## src/rtl/run_ctrl_pkg.sv

```systemverilog
// Shared types and defaults for the core run controller.
package run_ctrl_pkg;

  typedef enum logic [2:0] {
    IDLE,
    HOLD,
    RELEASE,
    RUN,
    DONE,
    TIMEOUT
  } run_state_t;

  localparam int DEF_NUM_DOMAINS    = 2;
  localparam int DEF_HOLD_CYCLES    = 2;
  localparam int DEF_STAGGER_CYCLES = 1;
  localparam int DEF_MAX_CYCLES     = 100;
  localparam int DEF_CNT_W          = 32;
  localparam int DEF_AUTO_START     = 1;

  // Edge offset after E0 at which domain idx leaves reset.
  function automatic int release_offset(input int idx, input int hold, input int stagger);
    return hold + idx * stagger;
  endfunction

endpackage

```

## src/rtl/core_run_controller.sv

```systemverilog
// Run controller: holds reset domains, releases them staggered, counts run
// cycles, ends on halt or watchdog, supports re-run and abort.
//
// state   | meaning
// --------+-------------------------------------------------------------
// IDLE    | all domains in reset, waiting for start (or first auto start)
// HOLD    | run launched, no domain released yet
// RELEASE | some but not all domains released
// RUN     | all domains released, cycle_count advancing
// DONE    | run ended by halt_req, domains back in reset, done sticky
// TIMEOUT | run ended by watchdog, domains back in reset, timeout sticky
module core_run_controller
  import run_ctrl_pkg::*;
#(
  parameter int NUM_DOMAINS    = DEF_NUM_DOMAINS,
  parameter int HOLD_CYCLES    = DEF_HOLD_CYCLES,
  parameter int STAGGER_CYCLES = DEF_STAGGER_CYCLES,
  parameter int MAX_CYCLES     = DEF_MAX_CYCLES,
  parameter int CNT_W          = DEF_CNT_W,
  parameter int AUTO_START     = DEF_AUTO_START
) (
  input  logic                   clk,
  input  logic                   reset,
  input  logic                   start,
  input  logic                   abort,
  input  logic                   halt_req,
  output logic [NUM_DOMAINS-1:0] dom_reset,
  output logic                   running,
  output logic                   done,
  output logic                   timeout,
  output logic [CNT_W-1:0]       cycle_count
);

  // Phase counter only has to reach the last domain's release offset.
  localparam int LAST_OFF = release_offset(NUM_DOMAINS - 1, HOLD_CYCLES, STAGGER_CYCLES);
  localparam int PH_W     = (LAST_OFF < 1) ? 1 : $clog2(LAST_OFF + 1);
  localparam int REL_W    = $clog2(NUM_DOMAINS + 1);

  run_state_t             state_q, state_d;
  logic [PH_W-1:0]        ph_q, ph_d;
  logic [REL_W-1:0]       rel_q, rel_d;
  logic                   auto_fired_q, auto_fired_d;
  logic [NUM_DOMAINS-1:0] dom_d;
  logic                   run_d, done_d, to_d;
  logic [CNT_W-1:0]       cnt_d;
  logic                   auto_go;

  // Auto start fires only on the very first edge after global reset.
  assign auto_go = (AUTO_START != 0) && !auto_fired_q;

  // Next-state and next-output logic; abort overrides everything.
  always_comb begin
    state_d      = state_q;
    ph_d         = ph_q;
    rel_d        = rel_q;
    auto_fired_d = 1'b1;
    dom_d        = dom_reset;
    run_d        = running;
    done_d       = done;
    to_d         = timeout;
    cnt_d        = cycle_count;

    if (abort) begin
      state_d = IDLE;
      ph_d    = '0;
      rel_d   = '0;
      dom_d   = '1;
      run_d   = 1'b0;
      done_d  = 1'b0;
      to_d    = 1'b0;
      cnt_d   = '0;
    end else begin
      unique case (state_q)
        IDLE, DONE, TIMEOUT: begin
          if (start || (state_q == IDLE && auto_go)) begin
            state_d = HOLD;
            ph_d    = '0;
            rel_d   = '0;
            dom_d   = '1;
            run_d   = 1'b0;
            done_d  = 1'b0;
            to_d    = 1'b0;
            cnt_d   = '0;
          end
        end
        HOLD, RELEASE: begin
          ph_d = ph_q + PH_W'(1);
          // ph_q+1 is the number of edges since E0 at this edge.
          for (int i = 0; i < NUM_DOMAINS; i++) begin
            if (i >= int'(rel_q) &&
                release_offset(i, HOLD_CYCLES, STAGGER_CYCLES) <= int'(ph_q) + 1) begin
              dom_d[i] = 1'b0;
              rel_d    = rel_d + REL_W'(1);
            end
          end
          if (rel_d == REL_W'(NUM_DOMAINS)) begin
            state_d = RUN;
            ph_d    = '0;
            run_d   = 1'b1;
            cnt_d   = '0;
          end else if (rel_d != '0) begin
            state_d = RELEASE;
          end else begin
            state_d = HOLD;
          end
        end
        RUN: begin
          if (halt_req) begin
            state_d = DONE;
            done_d  = 1'b1;
            run_d   = 1'b0;
            dom_d   = '1;
          end else if (MAX_CYCLES != 0 && cycle_count == CNT_W'(MAX_CYCLES - 1)) begin
            state_d = TIMEOUT;
            to_d    = 1'b1;
            run_d   = 1'b0;
            dom_d   = '1;
            cnt_d   = CNT_W'(MAX_CYCLES);
          end else if (cycle_count != '1) begin
            cnt_d = cycle_count + CNT_W'(1);
          end
        end
        default: begin
          state_d = IDLE;
          dom_d   = '1;
          run_d   = 1'b0;
        end
      endcase
    end
  end

  // State, counters and registered outputs.
  always_ff @(posedge clk or negedge reset) begin
    if (!reset) begin
      state_q      <= IDLE;
      ph_q         <= '0;
      rel_q        <= '0;
      auto_fired_q <= 1'b0;
      dom_reset    <= '1;
      running      <= 1'b0;
      done         <= 1'b0;
      timeout      <= 1'b0;
      cycle_count  <= '0;
    end else begin
      state_q      <= state_d;
      ph_q         <= ph_d;
      rel_q        <= rel_d;
      auto_fired_q <= auto_fired_d;
      dom_reset    <= dom_d;
      running      <= run_d;
      done         <= done_d;
      timeout      <= to_d;
      cycle_count  <= cnt_d;
    end
  end

endmodule
```

## config.mk

```make
export PLATFORM = sky130hd
export DESIGN_NAME = core_run_controller
export DESIGN_NICKNAME = d
export VERILOG_FILES = /design/src/rtl/run_ctrl_pkg.sv /design/src/rtl/core_run_controller.sv
export SDC_FILE = /design/constraint.sdc
export NUM_CORES = 1
export LEC_CHECK = 0
export BUFFER_PORTS_ARGS = -buffer_cell sky130_fd_sc_hd__buf_2
export CORE_MARGIN = 5
export CORE_UTILIZATION = 40
export CTS_CLUSTER_DIAMETER = 80
export DETAILED_ROUTE_END_ITERATION = 6
export PLACE_DENSITY_LB_ADDON = 0.12
export SLEW_MARGIN = 30
export SYNTH_ARGS = -nofsm -noshare
export SYNTH_HDL_FRONTEND = slang
export SYNTH_SLANG_ARGS = --single-unit
```

## constraint.sdc

```tcl
create_clock -name clk -period 2.52 [get_ports clk]
set_input_delay 0.504 -clock clk [delete_from_list [all_inputs] [get_ports clk]]
set_output_delay 0.504 -clock clk [all_outputs]
set_load 0.01 [all_outputs]
```

After elaboration in Yosys (flattened, before gate mapping)
Index checks and enable logic that the tools add are counted.
{"block": "classes", "addsub": 5, "magnitude_cmp": 4, "n_eq_ne": 17, "mux": 46, "n_reduce_logical": 20}
{"op": "$mux W32", "n": 6}
{"op": "$pmux W32 S3", "n": 1}
{"op": "$add A32 B1 Y32 const B", "n": 1}
{"op": "$eq A32 B7 Y1 const B", "n": 1}
{"op": "$le A3 B32 Y1 const A", "n": 1}
{"op": "$mux W2", "n": 16}
{"op": "$ne A32 B32 Y1 const B", "n": 1}
{"op": "$ne A3 B3 Y1 const B", "n": 7}
{"op": "$mux W1", "n": 12}
{"op": "$mux W3", "n": 4}
{"op": "$reduce_and A3 Y1", "n": 4}
{"op": "$pmux W3 S3", "n": 1}
{"op": "$ne A4 B4 Y1 const B", "n": 2}
{"op": "$pmux W2 S2", "n": 2}
{"op": "$add A2 B1 Y2 const B", "n": 3}
{"op": "$eq A3 B2 Y1 const B", "n": 2}
{"op": "$eq A3 B3 Y1 const B", "n": 2}
{"op": "$pmux W2 S3", "n": 1}
{"op": "$reduce_bool A3 Y1", "n": 2}
{"op": "$reduce_and A5 Y1", "n": 1}
{"op": "$ge A1 B2 Y1 const A", "n": 2}
{"op": "$pmux W1 S2", "n": 2}
{"op": "$reduce_and A2 Y1", "n": 2}
{"op": "$reduce_and A4 Y1", "n": 1}
{"op": "other kinds (13)", "n": 15}
{"block": "word_totals", "reg_bits": 45, "in_bits": 5, "out_inout_bits": 37}

Depth between registers and ports, before layout
{"block": "logic_depth", "ltp_word": 15, "mapped_depth": 12}

Least setup slack after synthesis
OpenSTA, ideal clock, no wires.
{"block": "synth_timing", "path_kind": "register -> register", "start": "reg rel_q[0]", "end": "reg cycle_count[0]", "arrival_time_ps": 2314, "path_slack_ps": 79, "path_stages_with_launch": 11, "path_buffers": 2, "period_less_slack_ps": 2441, "path_cell_list": "dfrtp_1 > buf_2 > inv_1 > ha_1 > nor2b_1 > buf_2 > o2111a_1 > or4_4 > o21ai_2 > nor2_1 > mux2_1"}
{"block": "synth_via", "elab_chain_cells": 12, "word_cells_on_any_way": 15, "cone_classes": "add/sub (2); order compare (2); eq/ne (2); mux (6); reduce/logical (3)"}
{"element": "start, declared", "line": "core_run_controller.sv:41", "text": "logic [REL_W-1:0] rel_q, rel_d;"}
{"element": "start signal, assigned", "line": "core_run_controller.sv:147", "text": "rel_q <= rel_d;"}
{"element": "$ge A1 B2 Y1", "line": "core_run_controller.sv:90", "text": "if (i >= int'(rel_q) &&"}
{"element": "$logic_and A1 B1 Y1", "line": "core_run_controller.sv:90"}
{"element": "$mux W2", "line": "core_run_controller.sv:90"}
{"element": "$mux W2", "line": "core_run_controller.sv:73", "text": "unique case (state_q)"}
{"element": "$mux W2", "line": "core_run_controller.sv:63", "text": "if (abort) begin"}
{"element": "$add A2 B1 Y2", "line": "core_run_controller.sv:93", "text": "rel_d = rel_d + REL_W'(1);"}
{"element": "$mux W2 *", "line": "core_run_controller.sv:90"}
{"element": "$mux W2 *", "line": "core_run_controller.sv:73"}
{"element": "$mux W2 *", "line": "core_run_controller.sv:63"}
{"element": "$eq A2 B2 Y1 *", "line": "core_run_controller.sv:96", "text": "if (rel_d == REL_W'(NUM_DOMAINS)) begin"}
{"element": "$ne A3 B3 Y1 (no source line) *"}
{"element": "$reduce_and A5 Y1 (no source line) *"}
{"element": "end signal, assigned", "line": "core_run_controller.sv:153", "text": "cycle_count <= cnt_d;"}
{"element": "end, declared", "line": "core_run_controller.sv:31", "text": "output logic [CNT_W-1:0] cycle_count"}
Mark *: on every way between the ends. The rest lies on a longest branch, timed or not. The select of a mux whose other input is x is not followed.
A chain may end at the register's enable or synchronous reset.

Final worst setup path
{"block": "layout_timing", "start": "reg rel_q[0]", "end": "reg cycle_count[29]"}
The elaborated chain is that of the path after synthesis.

==> impl_results.md <==
* Clock power frac at approximately 24%
* Seq pwr share at about 35%
* Clock root buffer: clkbuf_8
* DR iter-0 viols at 260
* Hold slack at between 0.2 and 0.3 ns
* Pin count of the biggest net entering global routing at 46
* Die width at ~97 µm
* Htree depth at 2
* Post-synthesis sequential area ratio at 37.3%
* Period utilization at 96.4%
* Status: finished clean
* Reg2Reg Depth at 9
* Initial Utilization at 41.3%
* Hold WC Path Type: in -> async
* Clock slew at reported path FFs at 0.09 ns
* DP Wirelength at between 5000 and 6000 µm
* RSZ-0062 raised after global routing: yes
* Io pins at 42
* Nets@finish at slightly below 400
* Critical path endpoint category: flip-flop
* First-pass DRT Iterations at 4
* Tot Pwr at roughly 2.4 mW
* Cells after Synth at ~330
* Setup violators final at 0
* Cell area power density at around 650 mW/mm²
* Core area at 0.00733 mm²
* Worst-margin pin slew at between 0.6 and 0.7 ns
* GRT Overall Usage at between 10% and 20%
* PortBufs at 41
* Switching pwr at between 0.8 and 0.9 mW
* Tmin final at approximately 2.4 ns
* Worst-Skew Late Latency at approximately 0.3 ns
* Async SR Flop Fraction at 100%
* Max-slew violation count at 0
* Final hold violations at 0
* Int Pwr at ~1.5 mW
* WP data required at 2.75 ns
* Grt ovf at 0
* Critical path fanouts, max at 9
* Post-synth EDFFs at 0
* Critical path arrival at between 2 and 3 ns
* Yosys reg bits at 45
* GPL Wtd Cong at ~0.8
* YS warnings at 0
* First-pass GRT wire length at 13500 µm
* Yosys cell types at 55
* Primary FF master, synth: dfrtp_1
* Mapped Area at just over 0.003 mm²
* Rows at 31
* Max Cap Viol at 0
* Drt via density at 5.86
* Average size of a mapped cell at between 9 and 10 µm²
* Clock sinks at 45
* Antenna cell count at 0
* Peak Freq at around 410 MHz
* Layout cells sized above 1 at between 20% and 30%
* CTS tree: built
* Crit Path Class: reg -> reg
* Vias post-DR at approximately 2800
* Worst IR Drop VDD at roughly 0.00043 V
* Placed Area at approximately 0.0034 mm²
* Vias in the first global route at ~2600
* Initial antenna violation count at 0
* Critical Path Start Type: flip-flop
* Full die area at between 0.009 and 0.01 mm²
* Deepest clock path buffer count at 2
* Routed WL at between 8000 and 9000 µm
* Total CTS buffers at 5
* Leak Pwr at ~1.6 nW
* Synthesized Nets at ~340
* Setup Skew at 0.0110 ns
* # DRC at 0
* Die extent in y at between 90 and 100 µm
* ANT nets after route at 0
* Fin area at 0.00367 mm²
* DR WL/cell at ~17 µm
* Slew HR at between 50% and 60%
* Synth-to-layout area growth at 21.2%
* Switching Share at between 30% and 40%
* Logic pwr share at between 40% and 50%
## cells in the final DEF (no fill, tap or decap), drive strengths merged, types with 3 or more instances in the layout
master / Yosys / layout
xnor2: 4 / 4
inv: 7 / 7
a31oi: 3 / 3
o211ai: 4 / 4
dfrtp: 43 / 43
o31ai: 25 / 25
a22o: 4 / 4
nand2: 14 / 14
or4: 24 / 24
a21oi: 28 / 28
o21ai: 20 / 20
nand4: 15 / 15
nor4: 8 / 8
clkbuf: 1 / 9
nor2b: 6 / 6
buf: 21 / 72
and3: 10 / 10
ha: 7 / 7
nor2: 22 / 22
nand3: 18 / 18
nor4b: 3 / 3
or3: 4 / 4
and2: 4 / 4
and4: 5 / 5
nor3: 5 / 5
## power by group through the flow
stage	Sequential, mW	Combinational [mW]	Clock, mW
after floorplan	0.822	0.643	0
after global placement	0.839	0.789	0
after detailed placement	0.841	0.800	0
after CTS	0.827	0.802	0.598
after global routing	0.840	1.08	0.623
final	0.829	0.980	0.585
## synth_stat cells (3+ instances only)
library cell  count  area share, %
and2_1            4           0.83
and3_1           10            2.1
a22o_1            4            1.2
a21oi_1          28            4.6
dfrtp_1          43             36
nor2b_1           6            1.2
nor4_1            6            1.2
xnor2_1           4            1.2
buf_4             7            1.7
a31oi_1           3           0.62
nand2_1          13            1.6
nand4_1          14            2.9
buf_2             8            1.3
o211ai_1          4           0.99
inv_1             7           0.87
o21ai_0          16            2.6
nor2_1           20            2.5
o31ai_1          25            6.2
and4_1            4            1.2
ha_1              7            2.9
nand3_1          18            3.0
or3_1             4           0.83
nor3_1            5           0.83
buf_6             6            2.2
or4_1            23            5.7
## per-layer routing
metal	GRT usage, %	up-vias	wire length [µm]
met3	2.88	9	454
met4	4.54	0	104
met2	27.8	73	4140
li1	-	1385	-
met5	0	-	0
met1	23.5	1382	3720
## registers in the layout (all words and copies together) (netlist names)
register and flops:
rel_q 2, auto_fired_q 1, ph_q 2, state_q 3, cycle_count 32, done 1
dom_reset 2, timeout 1, running 1
## layout make-up
class	count	area [µm²]
clock inverter	1	30.0
sequential	45	1130
tap	99	124
timing repair buffer	74	528
fill	703	3660
inverter	7	26.3
multi-input combinational	253	1750
clock buffer	7	86.3
## worst max-delay path, cell delays in order, from the launching register on
cell       delay (ns)
dfrtp_1          0.38
buf_4            0.17
ha_2             0.19
buf_4            0.14
a2111oi_4        0.35
or4_4            0.21
nor2_4           0.08
clkbuf_16        0.18
or4_4            0.51
a21oi_2          0.14
## path summary, 6_finish.rpt
kind,to,slack (ns),startpoint
max,cycle_count[29]$_DFFE_PN0P_,0.09,rel_q[0]$_DFFE_PN0P_
max reg2reg,cycle_count[29]$_DFFE_PN0P_,0.09,rel_q[0]$_DFFE_PN0P_
min in group clk,done$_DFFE_PN0P_,0.51,halt_req
min reg2reg,timeout$_DFFE_PN0P_,0.52,timeout$_DFFE_PN0P_
max in group asynchronous,ph_q[1]$_DFFE_PN0P_,1.84,reset
min,cycle_count[16]$_DFFE_PN0P_,0.29,reset
## what timing repair did
action                                  CTS  global route
hold buffers                              0             0
gates resized for setup                   0            14
setup buffers                             0             2
endpoints found under the setup margin    0            18
## stage by stage
step	utilization, %	setup TNS [ns]	cells	worst slack [ns]
after floorplan	-	0	327	0.0785
after global placement	46.7	0	472	0.103
after detailed placement	46.7	0	472	0.0662
after CTS	48.3	0	480	0.0414
after global routing	50.1	-0.106	486	-0.0208
final	50.1	0	486	0.0919
## cells by family (layout without fill, tap and decap cells)
group / after synthesis / in the layout / synth area share (%)
AO/OA/AOI/OAI: 91 / 91 / 20.3
multiplexers: 3 / 3 / 1.07
XOR/XNOR: 5 / 5 / 1.45
flip-flops: 45 / 45 / 37.3
other: 1 / 1 / 0.124
buffers and inverters: 29 / 89 / 6.28
AND/OR/NAND/NOR: 146 / 146 / 30.6
adder cells (fa/ha/maj): 7 / 7 / 2.89
Note: power is estimated with default switching activity, not from simulation.
